## config.mk

```make
export PLATFORM = sky130hd
export DESIGN_NAME = approx_result_expander
export DESIGN_NICKNAME = d
export VERILOG_FILES = /design/src/rtl/approx_mult_pkg.sv /design/src/rtl/serial_lshift_unit.sv /design/src/rtl/approx_result_expander.sv
export SDC_FILE = /design/constraint.sdc
export NUM_CORES = 1
export LEC_CHECK = 0
export ABC_AREA = 1
export ABC_CLOCK_PERIOD_IN_PS = 4590
export CORE_MARGIN = 10
export CORE_UTILIZATION = 45
export CTS_CLUSTER_DIAMETER = 150
export CTS_CLUSTER_SIZE = 10
export DETAILED_ROUTE_END_ITERATION = 6
export GPL_ROUTABILITY_DRIVEN = 0
export PLACE_DENSITY_LB_ADDON = 0.05
export SLEW_MARGIN = 20
export SYNTH_ARGS = -nofsm -noshare
export SYNTH_HDL_FRONTEND = slang
export SYNTH_SLANG_ARGS = --single-unit
```

## constraint.sdc

```tcl
create_clock -name clk -period 4.59 [get_ports clk]
set_clock_uncertainty 0.15 [all_clocks]
set_input_delay 0.6885 -clock clk [delete_from_list [all_inputs] [get_ports clk]]
set_output_delay 0.6885 -clock clk [all_outputs]
set_load 0.01 [all_outputs]
```

## src/rtl/approx_mult_pkg.sv

```systemverilog
// Shared definitions for the approximate-multiplier datapath: output-RAM word
// layout, sweep geometry and the result-expander state encoding.
package approx_mult_pkg;

  localparam int unsigned ADDR_W    = 3;
  localparam int unsigned DEPTH     = 2 ** ADDR_W;
  localparam int unsigned WORD_W    = 32;
  localparam int unsigned MANT_LSB  = 0;
  localparam int unsigned MANT_W    = 16;
  localparam int unsigned SHAMT_LSB = 16;
  localparam int unsigned SHAMT_W   = 5;
  localparam int unsigned OUT_W     = 32;

  typedef enum logic [2:0] {
    IDLE,
    FETCH,
    SHIFT,
    EMIT,
    DONE
  } expState_e;

endpackage

```

## src/rtl/serial_lshift_unit.sv

```systemverilog
// Serial left shifter: 32-bit accumulator, shift counter and sticky overflow.
// Next-state values are exported so the parent can capture results on entry to EMIT.
module serial_lshift_unit
  import approx_mult_pkg::*;
(
  input  logic               clk,
  input  logic               rst,
  input  logic               load,
  input  logic               step,
  input  logic [MANT_W-1:0]  mant,
  input  logic [SHAMT_W-1:0] shamt,
  output logic [OUT_W-1:0]   accNext_c,
  output logic               ovfNext_c,
  output logic               last_c,
  output logic               zero_c
);

  logic [OUT_W-1:0]   acc;
  logic               ovf;
  logic [SHAMT_W-1:0] cnt;
  logic [SHAMT_W-1:0] cntNext;

  // Load takes priority; a step shifts one bit and remembers anything leaving the top.
  always_comb begin
    accNext_c = acc;
    ovfNext_c = ovf;
    cntNext   = cnt;
    if (load) begin
      accNext_c = OUT_W'(mant);
      ovfNext_c = 1'b0;
      cntNext   = shamt;
    end else if (step) begin
      accNext_c = {acc[OUT_W-2:0], 1'b0};
      ovfNext_c = ovf | acc[OUT_W-1];
      cntNext   = cnt - SHAMT_W'(1);
    end
  end

  always_ff @(posedge clk) begin
    if (!rst) begin
      acc <= '0;
      ovf <= 1'b0;
      cnt <= '0;
    end else begin
      acc <= accNext_c;
      ovf <= ovfNext_c;
      cnt <= cntNext;
    end
  end

  assign last_c = (cnt == SHAMT_W'(1));
  // While loading, the counter is stale; report on the incoming amount instead.
  assign zero_c = load ? (shamt == '0) : (cnt == '0);

endmodule

```

## src/rtl/approx_result_expander.sv

```systemverilog
// Sweeps the multiplier output RAM and rebuilds each 32-bit product by serial left shift.
// Optional macro APPROX_EXPAND_SATURATE_EN: overflowed results read as all-ones.
module approx_result_expander
  import approx_mult_pkg::*;
(
  input  logic              clk,
  input  logic              rst,
  input  logic              start,
  output logic              busy,
  output logic              done,
  output logic [ADDR_W-1:0] rd_addr,
  input  logic [WORD_W-1:0] rd_data,
  output logic              out_valid,
  input  logic              out_ready,
  output logic [OUT_W-1:0]  out_data,
  output logic [ADDR_W-1:0] out_idx,
  output logic              out_ovf
);

  expState_e          state;
  expState_e          stateNext;
  logic [ADDR_W-1:0]  addrNext;
  logic               load;
  logic               step;
  logic               last_c;
  logic               zero_c;
  logic               ovfNext_c;
  logic [OUT_W-1:0]   accNext_c;
  logic [OUT_W-1:0]   dataNext;
  logic [MANT_W-1:0]  mant;
  logic [SHAMT_W-1:0] shamt;
  logic               unusedHigh;

  assign mant       = rd_data[MANT_LSB +: MANT_W];
  assign shamt      = rd_data[SHAMT_LSB +: SHAMT_W];
  assign unusedHigh = ^rd_data[WORD_W-1:SHAMT_LSB+SHAMT_W];

  serial_lshift_unit u_shift (
    .clk       (clk),
    .rst       (rst),
    .load      (load),
    .step      (step),
    .mant      (mant),
    .shamt     (shamt),
    .accNext_c (accNext_c),
    .ovfNext_c (ovfNext_c),
    .last_c    (last_c),
    .zero_c    (zero_c)
  );

  // Sweep control; rd_addr doubles as the address counter and is zero whenever idle.
  always_comb begin
    stateNext = state;
    addrNext  = rd_addr;
    load      = 1'b0;
    step      = 1'b0;
    case (state)
      IDLE: begin
        if (start) begin
          addrNext  = '0;
          stateNext = FETCH;
        end
      end
      FETCH: begin
        load      = 1'b1;
        stateNext = zero_c ? EMIT : SHIFT;
      end
      SHIFT: begin
        step = 1'b1;
        if (last_c) stateNext = EMIT;
      end
      EMIT: begin
        if (out_valid && out_ready) begin
          if (rd_addr == ADDR_W'(DEPTH - 1)) begin
            stateNext = DONE;
          end else begin
            addrNext  = rd_addr + ADDR_W'(1);
            stateNext = FETCH;
          end
        end
      end
      DONE: begin
        addrNext  = '0;
        stateNext = IDLE;
      end
      default: begin
        addrNext  = '0;
        stateNext = IDLE;
      end
    endcase
  end

  always_comb begin
`ifdef APPROX_EXPAND_SATURATE_EN
    dataNext = ovfNext_c ? '1 : accNext_c;
`else
    dataNext = accNext_c;
`endif
  end

  // Outputs are captured from next-state values so they line up with the state register.
  always_ff @(posedge clk) begin
    if (!rst) begin
      state     <= IDLE;
      rd_addr   <= '0;
      busy      <= 1'b0;
      done      <= 1'b0;
      out_valid <= 1'b0;
      out_data  <= '0;
      out_idx   <= '0;
      out_ovf   <= 1'b0;
    end else begin
      state     <= stateNext;
      rd_addr   <= addrNext;
      busy      <= (stateNext != IDLE);
      done      <= (stateNext == DONE);
      out_valid <= (stateNext == EMIT);
      if (stateNext == EMIT) begin
        out_data <= dataNext;
        out_idx  <= addrNext;
        out_ovf  <= ovfNext_c;
      end else begin
        out_data <= '0;
        out_idx  <= '0;
        out_ovf  <= 1'b0;
      end
    end
  end

endmodule

```

==> parameters.txt, run 1 <==
Parameter                              Value

Run status
  Status ... complete, no violations

STA
  Final hold slack ... approximately 340 ps
  Count of final max-slew check failures ... 0
  Slew at the pin with the worst max-slew slack ... 678 ps
  Final setup vio count ... 0
  RSZ-0062 raised after global routing ... no
  Final period utilization ... 0.517
  Max Freq ... 0.421 GHz
  Worst path setup slack after routing ... 2220 ps
  Max-slew headroom ... 0.548
  Post-layout minimum cycle time ... 2370 ps
  Hold violation total from the final report ... 0
  Final TNS setup ... 0 ps

Yosys
  Synth warn ... 0
  Mean area per synthesized cell ... 8.23 µm²
  Post-synth design cell area ... 3050 µm²
  Synth cell count leaders ... sky130_fd_sc_hd__nor2_1, sky130_fd_sc_hd__dfxtp_1, sky130_fd_sc_hd__nand2_1
  Primary flip-flop cell chosen by synthesis mapping ... sky130_fd_sc_hd__dfxtp_1
  Net count after synthesis ... 410
  Number of instances in the synthesized netlist ... ~370
  Sequential fraction of the synthesis area ... 0.544
  Dominant cells by area after synthesis ... sky130_fd_sc_hd__dfxtp_1, sky130_fd_sc_hd__nor2_1, sky130_fd_sc_hd__nand2_1, sky130_fd_sc_hd__nor2_2, sky130_fd_sc_hd__inv_1
  Count of different cell masters after synthesis ... 27
  Count of flip-flops with a built-in enable after synthesis ... 0
  Area fraction of the dominant cell type after synthesis ... 0.544
  Most instantiated library cell after synthesis ... sky130_fd_sc_hd__nor2_1
  Synthesis-stage register bit count ... 83
  Cell taking the most area after synthesis ... sky130_fd_sc_hd__dfxtp_1
  Fraction of synthesis flops using an asynchronous set or reset pin ... 0

Setup path
  Critical path cell sequence ... clkdlybuf4s50_1, clkinv_1, nor2_4, nand2_4, nor2_1
  Peak per-stage delay on the critical path ... 550 ps
  Setup slack of the worst register-to-register path ... roughly 2400 ps
  Critical path start-end classification ... input pin to register
  Maximum fanout encountered on the critical timing path ... 37
  Data arrival time of the critical path ... 2490 ps
  Nature of the critical path endpoint ... register
  Sort of element at the start of the critical path ... input pin
  Max stage delay cell, worst path ... sky130_fd_sc_hd__clkdlybuf4s50_1
  Data required time at the worst endpoint ... around 4700 ps

Placed design
  PortBufs ... 66
  Pre-CTS WS ... 1820 ps
  Estimated wirelength of the detail-placed design ... between 4000 and 5000 µm
  Cell Count Post-Placement ... 500

Pwr
  Share of total power in combinational logic ... 0.126
  Cell internal pwr ... between 1 and 1.5 mW
  Leakage power ... ~1.5 nW
  VDD IR max ... 0.000167 V
  Sequential share of power ... 0.506
  Power consumption ... 1.49 mW
  Areal power density over the cells ... 381 nW/µm²
  Net Sw Frac ... 0.253
  Part of the power in the clock network ... 0.368
  Total net switching power ... 377 µW

Flow run
  Max-cap check violation count ... 0

Global routing
  Overall routing resource usage ... 0.129
  Number of global-route vias before repair ... 2368
  Pin count of the biggest net entering global routing ... 38
  Number of antenna violations at the first check in global routing ... 0
  Aggregate global routing overflow ... 0
  First-pass GRT wire length ... around 11000 µm

Clock network
  Maximum root-to-sink buffer count ... 2
  Inserted Clock Buffers ... 9
  Post-cts repair resize count ... 0
  Number of sinks on the clock net ... 83
  Cell at the root of the clock tree ... sky130_fd_sc_hd__clkbuf_8
  Post-CTS Setup Bufs ... 0
  Clock H-tree levels ... 3
  Clock latency reported for the late side of the worst-skew pair ... 340 ps
  CTS hold repair buffers ... 0
  Clock-pin slew of the registers on the worst-case setup and hold paths ... 70 ps
  Clock tree from TritonCTS ... built

Floorplanning
  Die span in x ... 102 µm
  Area of the core ... between 6000 and 7000 µm²
  Effective utilization at floorplan ... 0.473
  Die extent in y ... 102 µm
  Die Footprint ... 10500 µm²
  FP Rows ... 29
  Boundary pin count ... 78

Drt
  Via count ... 2420
  Number of violations reported at the end of detailed-routing iteration 0 ... 94
  Router iterations before antenna repair ... 4
  Routed via count divided by cell count ... 4.70
  Average wire per standard cell ... 12.5 µm
  Post-route ant nets ... 0
  WL final ... 6420 µm
  Count of unresolved DRC violations after routing ... 0

Final layout
  Final net count ... roughly 470
  Fraction of final layout cells with drive strength greater than 1 ... 0.114
  Final cell count without fillers ... 515
  # diodes ... 0
  Area growth from synthesis to final layout ... 28.1%

Hold path
  Tightest Hold Check Type ... register to register
[per-stage QoR]
stage,util,area (µm²)
floorplan,-,3050
global placement,0.574,3710
detailed placement,0.574,3710
CTS,0.606,3910
global route,0.606,3910
finish,0.606,3910
[kinds of logic after synthesis]
logic type | share of synthesized area
xor gates and xnor gates | 0.00287
DFF | 0.544
and+or+nand+nor | 0.264
buffers and inverters | 0.0905
adders and majority gates | 0.0123
AOI/OAI and AO/OA | 0.0860
[power groups by stage]
stage	sequential, mW	clock (mW)	combinational (mW)
5_1_grt	0.755	0.588	0.215
6_report	0.753	0.548	0.188
3_3_place_gp	0.770	0	0.187
2_1_floorplan	0.771	0	0.140
3_5_place_dp	0.770	0	0.188
4_1_cts	0.753	0.559	0.190
[worst max-delay path: cells and delay by family]
| family | cells | cell delay, ps |
|---|---|---|
| buffers and inverters | 2 | 980 |
| AND/OR/NAND/NOR | 3 | 810 |
[flip-flops by register name, indices dropped and copies added, names as in the netlist]
| register | count |
|---|---|
| out_data | 32 |
| u_shift.acc | 32 |
| u_shift.cnt | 5 |
| out_idx | 3 |
| rd_addr | 3 |
| state | 3 |
| busy | 1 |
| done | 1 |
| out_ovf | 1 |
| out_valid | 1 |
| u_shift.ovf | 1 |
[per-layer routing]
layer	vias to the layer above	track usage	share of wire
met4	0	0.0651	0.020
met1	1068	0.146	0.44
met2	63	0.209	0.46
met5	-	0	0
li1	1278	-	-
met3	11	0.0506	0.087
[final cells by class]
cell class | count | area, µm²
fillers | 612 | 2550
flip-flops and latches | 83 | 1660
multi-input cells | 230 | 1120
repair buffers | 67 | 668
inverters | 43 | 164
clock buffers | 10 | 128
well taps | 77 | 96.3
clock inverters | 5 | 78.8
[cell usage in the layout (no fill, tap or decap), drive strengths merged]
| master | Yosys | layout |
|---|---|---|
| clkinv | 1 | 4 |
| nor2 | 122 | 122 |
| inv | 42 | 42 |
| nor4 | 2 | 2 |
| a22oi | 16 | 16 |
| bufinv | 0 | 2 |
| dfxtp | 83 | 83 |
| o21ai | 20 | 20 |
| nand3 | 11 | 11 |
| ha | 3 | 3 |
| buf | 10 | 1 |
| or2 | 1 | 1 |
| xor2 | 1 | 1 |
| clkbuf | 5 | 10 |
| o211ai | 1 | 1 |
| a31oi | 2 | 2 |
| clkdlybuf4s50 | 0 | 66 |
| nand2 | 48 | 48 |
| o21bai | 1 | 1 |
| a21oi | 2 | 2 |
[worst paths after layout]
path | startpoint | endpoint | depth (start not counted)
setup reg to reg | state[0] | out_data[4] | 7
hold / removal | u_shift.cnt[1] | u_shift.cnt[1] | 2
hold reg to reg | u_shift.cnt[1] | u_shift.cnt[1] | 2
setup / recovery | rst | out_data[4] | 5
No activity file was read; power rests on OpenSTA's default activity.
==> inputs of run 2 (changes only) <==
--- a/config.mk
+++ b/config.mk
@@ -6,7 +6,7 @@
 export NUM_CORES = 1
 export LEC_CHECK = 0
 export ABC_AREA = 1
-export ABC_CLOCK_PERIOD_IN_PS = 4590
+export ABC_CLOCK_PERIOD_IN_PS = 2200
 export CORE_MARGIN = 10
 export CORE_UTILIZATION = 45
 export CTS_CLUSTER_DIAMETER = 150
==> constraint.sdc (replaced) <==
create_clock -name clk -period 2.2 [get_ports clk]
set_clock_uncertainty 0.15 [all_clocks]
set_input_delay 0.33 -clock clk [delete_from_list [all_inputs] [get_ports clk]]
set_output_delay 0.33 -clock clk [all_outputs]
set_load 0.01 [all_outputs]
==> run 2 against run 1 <==
Final cell count increased by 1.2%. Power rose by 110%. Via count rose by 0.91%. Register-to-register slack lost 2000 ps. Critical path type is now register to output pin. Sequential power up 110%. Clock power up 99%. Clock-buffer cell count stayed put. Critical path depth shrank 4. Non-clock buffer count rose by 5. Final area up 1.5%. Largest cell class unchanged. Highest routed layer unchanged. Wire length is 1.8% lower.
==> parameters.txt, run 2 (same netlist as run 1, synthesis figures left out) <==
Parameter                              Value

Run status
  Status ... complete, no violations

STA
  Final TNS setup ... 0 ps
  Worst path setup slack after routing ... 403 ps
  Max Freq ... roughly 0.56 GHz
  RSZ-0062 raised after global routing ... no
  Post-layout minimum cycle time ... 1800 ps
  Count of final max-slew check failures ... 0
  Max-slew headroom ... 0.731
  Final period utilization ... 0.817
  Slew at the pin with the worst max-slew slack ... 399 ps
  Final setup vio count ... 0
  Hold violation total from the final report ... 0

Final layout
  Layout Utilization ... 0.615
  Fill cells ... around 600
  Area growth from synthesis to final layout ... 30.0%
  Fraction of final layout cells with drive strength greater than 1 ... 0.128
  # diodes ... 0
  Most common library cell in the layout ignoring fill and taps ... sky130_fd_sc_hd__nor2_1
  Regs by FF count ... out_data: 32 flops, u_shift.acc: 32 flops, u_shift.cnt: 5 flops
  Final net count ... 478
  Most frequent cells in the layout ... sky130_fd_sc_hd__nor2_1, sky130_fd_sc_hd__dfxtp_1, sky130_fd_sc_hd__clkdlybuf4s50_1
  Final cell count without fillers ... 521

Hold path
  Worst Hold Depth ... 2
  Tightest Hold Check Type ... register to register
  End of the worst hold path ... u_shift.cnt[1]
  HP Start ... u_shift.cnt[1]

Floorplanning
  Die extent in y ... 102 µm
  Die span in x ... 102 µm
  Area of the core ... approximately 6500 µm²
  Boundary pin count ... 78
  FP Rows ... 29
  Die Footprint ... 10500 µm²
  Effective utilization at floorplan ... 0.473

Setup path
  Critical path start-end classification ... register to output pin
  Maximum fanout encountered on the critical timing path ... 5
  Sort of element at the start of the critical path ... register
  Nature of the critical path endpoint ... output pin
  Setup slack of the worst register-to-register path ... ~450 ps
  Reg2Reg Launch Point ... state[0]
  End of the worst register-to-register path ... u_shift.acc[29]
  WP buf/inv ... 1
  Reg2Reg Depth ... 6
  Data required time at the worst endpoint ... 1720 ps
  Peak per-stage delay on the critical path ... 570 ps
  CP delay by family, top ... buffers and inverters
  Critical path cell sequence ... clkdlybuf4s50_1
  Data arrival time of the critical path ... around 1300 ps
  Max stage delay cell, worst path ... sky130_fd_sc_hd__clkdlybuf4s50_1

Drt
  Via count ... around 2.4k
  Average wire per standard cell ... 12.1 µm
  Routed via count divided by cell count ... 4.69
  Router iterations before antenna repair ... 4
  Number of violations reported at the end of detailed-routing iteration 0 ... 88
  Count of unresolved DRC violations after routing ... 0
  Post-route ant nets ... 0
  WL final ... 6310 µm

Flow run
  Max-cap check violation count ... 0

Global routing
  Aggregate global routing overflow ... 0
  Number of global-route vias before repair ... 2427
  Number of antenna violations at the first check in global routing ... 0
  Overall routing resource usage ... 0.128
  First-pass GRT wire length ... 10700 µm
  Pin count of the biggest net entering global routing ... 33

Placed design
  Cell Count Post-Placement ... 505
  PortBufs ... 66
  Pre-CTS WS ... 298 ps
  Estimated wirelength of the detail-placed design ... about 4500 µm

Clock network
  Cell at the root of the clock tree ... sky130_fd_sc_hd__clkbuf_8
  Post-CTS Setup Bufs ... 0
  Maximum root-to-sink buffer count ... 2
  Inserted Clock Buffers ... 9
  Clock tree from TritonCTS ... built
  Clock latency reported for the late side of the worst-skew pair ... about 340 ps
  Number of sinks on the clock net ... 83
  Post-cts repair resize count ... 0
  Clock H-tree levels ... 3
  CTS hold repair buffers ... 0
  Clock-pin slew of the registers on the worst-case setup and hold paths ... 80 ps

Pwr
  VDD IR max ... roughly 0.00042 V
  Leakage power ... between 1.5 and 2 nW
  Areal power density over the cells ... 772 nW/µm²
==> run 2: stage by stage <==
step           total power [mW]  hold slack, ps  instance area (µm²)
2_1_floorplan              1.90             278                 3050
3_3_place_gp               2.01             318                 3770
3_5_place_dp               2.02             342                 3770
4_1_cts                    3.11             352                 3970
5_1_grt                    3.22             379                 3970
6_report                   3.07             355                 3970
==> run 2: how the worst max path moves through the flow <==
stage                     startpoint               to  slack, ps  cells after the start
after floorplan           rd_addr[0]          out_ovf        620                      9
after global placement           rst             busy        260                      5
after detailed placement         rst             busy        300                      5
after CTS                 rd_addr[0]       rd_addr[0]        370                      1
after global routing        state[0]  u_shift.acc[18]        320                      6
final                     rd_addr[0]       rd_addr[0]        400                      1
==> run 2: routing by layer <==
| layer | global-route usage | share of wire | vias up | wire, µm |
|---|---|---|---|---|
| met5 | 0 | 0 | - | 0 |
| met4 | 0.0629 | 0.018 | 0 | 112 |
| met3 | 0.0493 | 0.076 | 11 | 481 |
| met2 | 0.214 | 0.46 | 48 | 2890 |
| met1 | 0.140 | 0.45 | 1101 | 2820 |
| li1 | - | - | 1282 | - |
==> run 2: where the power goes <==
part	total [mW]	switching (mW)	internal (mW)	leakage, nW
Combinational	0.406	0.254	0.153	0.772
Clock	1.09	0.533	0.555	0.0987
Sequential	1.57	0.0218	1.55	0.671
==> run 2: cell type report <==
cell class,instances,area [µm²],area share
sequential,83,1660,0.419
multi-input combinational,230,1120,0.281
timing repair buffer,72,731,0.184
inverter,43,164,0.0413
clock buffer,10,138,0.0347
tap,77,96.3,0.0243
clock inverter,6,63.8,0.0161
==> RTL edit 1, RTL diff (flow settings as in run 1) <==
Make the reset (`rst`) asynchronous in 2 clocked blocks.
--- a/src/rtl/serial_lshift_unit.sv
+++ b/src/rtl/serial_lshift_unit.sv
@@ -36,7 +36,7 @@
     end
   end
 
-  always_ff @(posedge clk) begin
+  always_ff @(posedge clk or negedge rst) begin
     if (!rst) begin
       acc <= '0;
       ovf <= 1'b0;
--- a/src/rtl/approx_result_expander.sv
+++ b/src/rtl/approx_result_expander.sv
@@ -99,7 +99,7 @@
   end
 
   // Outputs are captured from next-state values so they line up with the state register.
-  always_ff @(posedge clk) begin
+  always_ff @(posedge clk or negedge rst) begin
     if (!rst) begin
       state     <= IDLE;
       rd_addr   <= '0;
Check against the original RTL: differs if rst is asserted again (counterexample within 4 cycles, from zero or initial values and one cycle with rst low); with rst held inactive, the same outputs for 10 cycles.
==> RTL edit 1 against run 1 <==
Synthesized area increased by 13%; register-to-register slack lost 0.71 ns; design area up 12%; utilization down 1.0 points; critical endpoint is now out_data[1]; sequential share of layout area is 4.9 points higher; largest cell class unchanged; highest routed layer unchanged; sequential cell count stayed put; critical path type is now reg2reg; count of clock-buffer cells in the layout fell by 1; worst setup slack worse by 0.51 ns; non-clock buffer count fell by 1; wire length up 9.7%.
Power is not compared: it rests on default switching activity, and its combinational part moved more than twofold at a synthesized area within 25%.
==> RTL edit 1: results (changes against run 1) <==
[cells_and_area]
stdcell_count = 550  ; was 515
nets = 487  ; was 473
n_antenna_cell = 0  ; unchanged
reg_top3 = out_data: 32 flops, u_shift.acc: 32 flops, u_shift.cnt: 5 flops  ; unchanged
drive_gt1_share_pct = 9.53  ; was 11.4%
fill_cells = 663  ; was 612

[sta]
tightest_slew_ns = 0.824  ; was 0.678 ns

[routing]
routed_wl_mm = 7.04  ; was 6.42 mm
ant_nets = 0  ; unchanged
drcViolationCount = 0  ; unchanged
vias_per_cell = 4.44  ; was 4.70
drt_first_pass_iters = 4  ; unchanged
drtIter0Drc = 78  ; was 94

[global_route]
grt_max_degree = 84  ; was 38
grt_usage_pct = 13.0  ; was 12.9%
grt_pass1_wl_mm = 12.0  ; was 10.8 mm
grt_pass1_vias = 2484  ; was 2368
antenna_found_initial = 0  ; unchanged

[power_and_ir_drop]
p_leak_uw = 0.00223
switching_share_pct = 37.9
ir_worst_vdd_uv = 263

[outcome]
status = finished, final reports clean  ; unchanged

[clock_tree]
post_cts_buffers = 0  ; unchanged
cts-root-buf = clkbuf_8  ; unchanged
ctsResizeCount = 0  ; unchanged
clock_path_buffers = 2  ; unchanged
clk_latency_ns = 0.35
clk_pin_slew_ns = 0.08
htreeDepth = 3  ; unchanged
cts_buffers = 9  ; unchanged

[placement]
portBuffers = 66  ; unchanged
hpwl_mm = 4.59  ; was 4.33 mm
dp.cells = 536  ; was 500

[synth]
synthCells = 383  ; was 371
ys_warn_count = 0  ; unchanged
synth_top_flop_cell = dfrtp_1  ; was dfxtp_1
syn_nets = 422  ; was 410
synthArstFlopShare_pct = 100  ; was 0%
netlist-cell-type-count = 23  ; was 27
synth_area_leaders = dfrtp_1 60%, inv_1 11%, nor2_1 8.0%  ; was dfxtp_1 54%, nor2_1 12%, nand2_1 5.5%
synth_seq_area_share_pct = 60.0  ; was 54.4%
yosys-top-cells-count = 104 x inv_1, 83 x dfrtp_1, 74 x nor2_1  ; was 97 x nor2_1, 83 x dfxtp_1, 45 x nand2_1

[min_path]
hold_path.class = in2async  ; was reg2reg

[critical_path]
cp.arrival_ns = 3.00  ; was 2.49 ns
max_stage_delay_ns = 0.65  ; was 0.55 ns
crit_path_max_fanout = 38  ; was 37
cpMaxStageDelayCell = nand3_2  ; was clkdlybuf4s50_1
r2r_cells = 7  ; unchanged

==> RTL edit 1: changes by cell type in the layout (fill, tap and decap cells not counted), moves of 4 or more <==
cell,delta
a22oi_1,-14
o22ai_1,+16
o21ai_0,-19
nand2_1,-18
nor2_2,-4
dfxtp_1,-83
dfrtp_1,+83
nor2_1,-23
inv_1,+65
nor3_1,+15
==> RTL edit 1: kinds of logic (layout without fill, tap and decap cells) <==
family,Yosys count,count (layout),share of synthesized area [%]
AOI/OAI and AO/OA,24,24,4.59
xor gates and xnor gates,2,2,0.506
adders and majority gates,3,3,1.09
buffers and inverters,118,186,14.0
DFF,83,83,60.0
and+or+nand+nor,153,153,19.8
==> RTL edit 1: worst paths after layout <==
kind	startpoint	end	slack, ns
setup / recovery	state[2]	out_data[1]	1.71
hold / removal	rst	out_data[12]	0.21
setup reg to reg	state[2]	out_data[1]	1.71
hold reg to reg	u_shift.cnt[4]	u_shift.cnt[4]	0.38
max in group asynchronous	rst	out_data[19]	3.54
min in group clk	u_shift.cnt[4]	u_shift.cnt[4]	0.38
==> RTL edit 1: layout make-up <==
type                            count  area (um2)  area share [%]
Clock buffer                        9         124            2.82
Clock inverter                      5         104            2.37
Inverter                          106         398            9.07
Multi-Input combinational cell    182         900            20.5
Sequential cell                    83        2080            47.3
Tap cell                           99         124            2.82
Timing Repair Buffer               66         662            15.1
==> RTL edit 1: through the flow <==
step	setup WS (ns)	cell area (um2)	power, uW
final	1.71	4390	2800
after floorplan	2.91	3460	1900
after global routing	1.39	4390	3050
after detailed placement	1.67	4160	2230
after global placement	1.68	4160	2200
after CTS	1.66	4380	2840
==> RTL edit 1: critical path, delay by kind of cell (launching register included) <==
family	cells	cell delay [ns]
compound gates	1	0.13
buf+inv	2	0.24
flops	1	0.39
simple gates	4	1.85
==> RTL edit 1: per-layer routing <==
layer	GRT usage, %	wire length, um
met1	15.6	3070
met2	20.2	3250
met3	5.45	599
met4	5.25	118
met5	0	0
==> RTL edit 1: power groups by stage <==
stage	Clock (uW)	Sequential, uW	Combinational (uW)
2_1_floorplan	0	1090	803
3_3_place_gp	0	1050	1150
3_5_place_dp	0	1060	1170
4_1_cts	623	1050	1170
5_1_grt	653	1070	1330
6_report	608	1040	1150
==> RTL edit 2, RTL diff (settings of run 1) <==
Without the edit above. The package constant `SHAMT_W` goes from 5 to 10.
--- a/src/rtl/approx_mult_pkg.sv
+++ b/src/rtl/approx_mult_pkg.sv
@@ -8,7 +8,7 @@
   localparam int unsigned MANT_LSB  = 0;
   localparam int unsigned MANT_W    = 16;
   localparam int unsigned SHAMT_LSB = 16;
-  localparam int unsigned SHAMT_W   = 5;
+  localparam int unsigned SHAMT_W   = 10;
   localparam int unsigned OUT_W     = 32;
 
   typedef enum logic [2:0] {
Function: changed (a bounded check fails within 4 cycles, from zero or initial values and one cycle with rst low).
==> RTL edit 2 against run 1 <==
Worst setup slack improved by 0.031 ns; clock power increased by 11%; largest cell class unchanged; synthesized area grew 8.7%; power is 12% higher; design area increased by 9.6%; sequential cell count is 5 higher; combinational power up 37%; wire length grew 15%.
==> RTL edit 2: results (changes against run 1) <==
[sta]
period_share_pct = 51.0  ; was 51.7%
tightest_slew_ns = 0.769  ; was 0.678 ns

[placement]
placed_cell_area_um2 = 4060  ; was 3710 um2
portBuffers = 71  ; was 66
hpwl_mm = 5.07  ; was 4.33 mm

[routing]
met2_length_mm = 3.42  ; was 2.93 mm
drtIter0Drc = 116  ; was 94
vias_per_cell = 4.74  ; was 4.70
wl_per_cell_um = 12.6  ; was 12.5 um
wl_met1_mm = 3.30  ; was 2.81 mm
met3WireLength_um = 552  ; was 559 um
drt_first_pass_iters = 4  ; unchanged

[synth]
synth_area_leaders = dfxtp_1 53%, nand2_1 10%, nor2_1 7.5%  ; was dfxtp_1 54%, nor2_1 12%, nand2_1 5.5%
synth_seq_area_share_pct = 53.1  ; was 54.4%
netlist-cell-type-count = 26  ; was 27
yosys-top-cells-count = 91 x nand2_1, 88 x dfxtp_1, 66 x nor2_1  ; was 97 x nor2_1, 83 x dfxtp_1, 45 x nand2_1
syn_nets = 454  ; was 410

[critical_path]
max_stage_delay_ns = 0.50  ; was 0.55 ns
cp_top_family = simple AND/OR/NAND/NOR gates  ; was buffers and inverters
cp.arrival_ns = 2.41  ; was 2.49 ns
cpMaxStageDelayCell = inv_2  ; was clkdlybuf4s50_1

[cells_and_area]
fill_cells = 700  ; was 612
nets = 519  ; was 473
n_antenna_cell = 0  ; unchanged
drive_gt1_share_pct = 11.5  ; was 11.4%

[clock_tree]
clk_latency_ns = 0.36  ; was 0.34 ns
clk_pin_slew_ns = 0.09  ; was 0.07 ns

[global_route]
grt_usage_pct = 13.4  ; was 12.9%
grt_pass1_wl_mm = 12.5  ; was 10.8 mm
grt_max_degree = 46  ; was 38
grt_pass1_vias = 2688  ; was 2368

[power_and_ir_drop]
ir_worst_vdd_uv = 183  ; was 167 uV
switching_share_pct = 28.3  ; was 25.3%
p_leak_uw = 0.00172  ; was 0.00151 uW

[outcome]
status = finished, final reports clean  ; unchanged

[RTL edit 2: cell count changes after synthesis, sizes merged, moves of 5 or more]
cell and change:
nand2 +46, nor2 -26, a21oi +23, o21ai -8, inv -6, nand3 +6, dfxtp +5
[RTL edit 2: area by class of cell]
type	count	share of cell area, %
clock buffers	9	2.89
clock inverters	7	2.51
inverters	36	3.15
multi-input cells	273	30.7
flip-flops and latches	88	41.1
well taps	99	2.89
repair buffers	72	16.7
[RTL edit 2: final timing paths]
check                           cells past startpoint              to  slack [ns]      startpoint
worst min-delay path                                2  u_shift.cnt[4]        0.35  u_shift.cnt[4]
worst max-delay path                                7     out_data[3]        2.25        state[1]
worst min register to register                      2  u_shift.cnt[4]        0.35  u_shift.cnt[4]
worst max register to register                      7     out_data[3]        2.25        state[1]
[RTL edit 2: per-stage QoR]
step           setup slack [ns]  power, uW  cells  hold slack (ns)  util, %
5_1_grt                    2.04       1770    584            0.362     59.5
4_1_cts                    2.19       1690    584            0.349     59.5
3_5_place_dp               2.04       1080    568            0.330     56.2
2_1_floorplan              2.89       1010    415            0.311        -
3_3_place_gp               2.06       1080    568            0.320     56.2
6_report                   2.25       1670    584            0.346     59.5
[RTL edit 2: layer usage]
layer	up-vias	global-route usage (%)
met5	-	0
met4	0	5.80
met3	12	5.48
met2	62	21.6
met1	1249	15.4
li1	1446	-
[RTL edit 2: kinds of logic after synthesis]
group | after synthesis | share of synthesized area (%)
AND/OR/NAND/NOR | 209 | 27.4
flip-flops | 88 | 53.1
AO/OA/AOI/OAI | 60 | 11.0
buffers and inverters | 54 | 7.20
adder cells (fa/ha/maj) | 3 | 1.13
XOR/XNOR | 1 | 0.264
[RTL edit 2: worst min-delay path: cells and delay by family (launching register included)]
kind / cells / cell delay [ns]
flip-flops: 1 / 0.32
AO/OA/AOI/OAI: 1 / 0.06
AND/OR/NAND/NOR: 1 / 0.08
[RTL edit 2: power groups by stage]
stage	sequential (uW)	clock (uW)	combinational, uW
2_1_floorplan	824	0	189
3_3_place_gp	824	0	255
3_5_place_dp	825	0	258
4_1_cts	808	626	260
5_1_grt	811	661	296
6_report	808	609	258
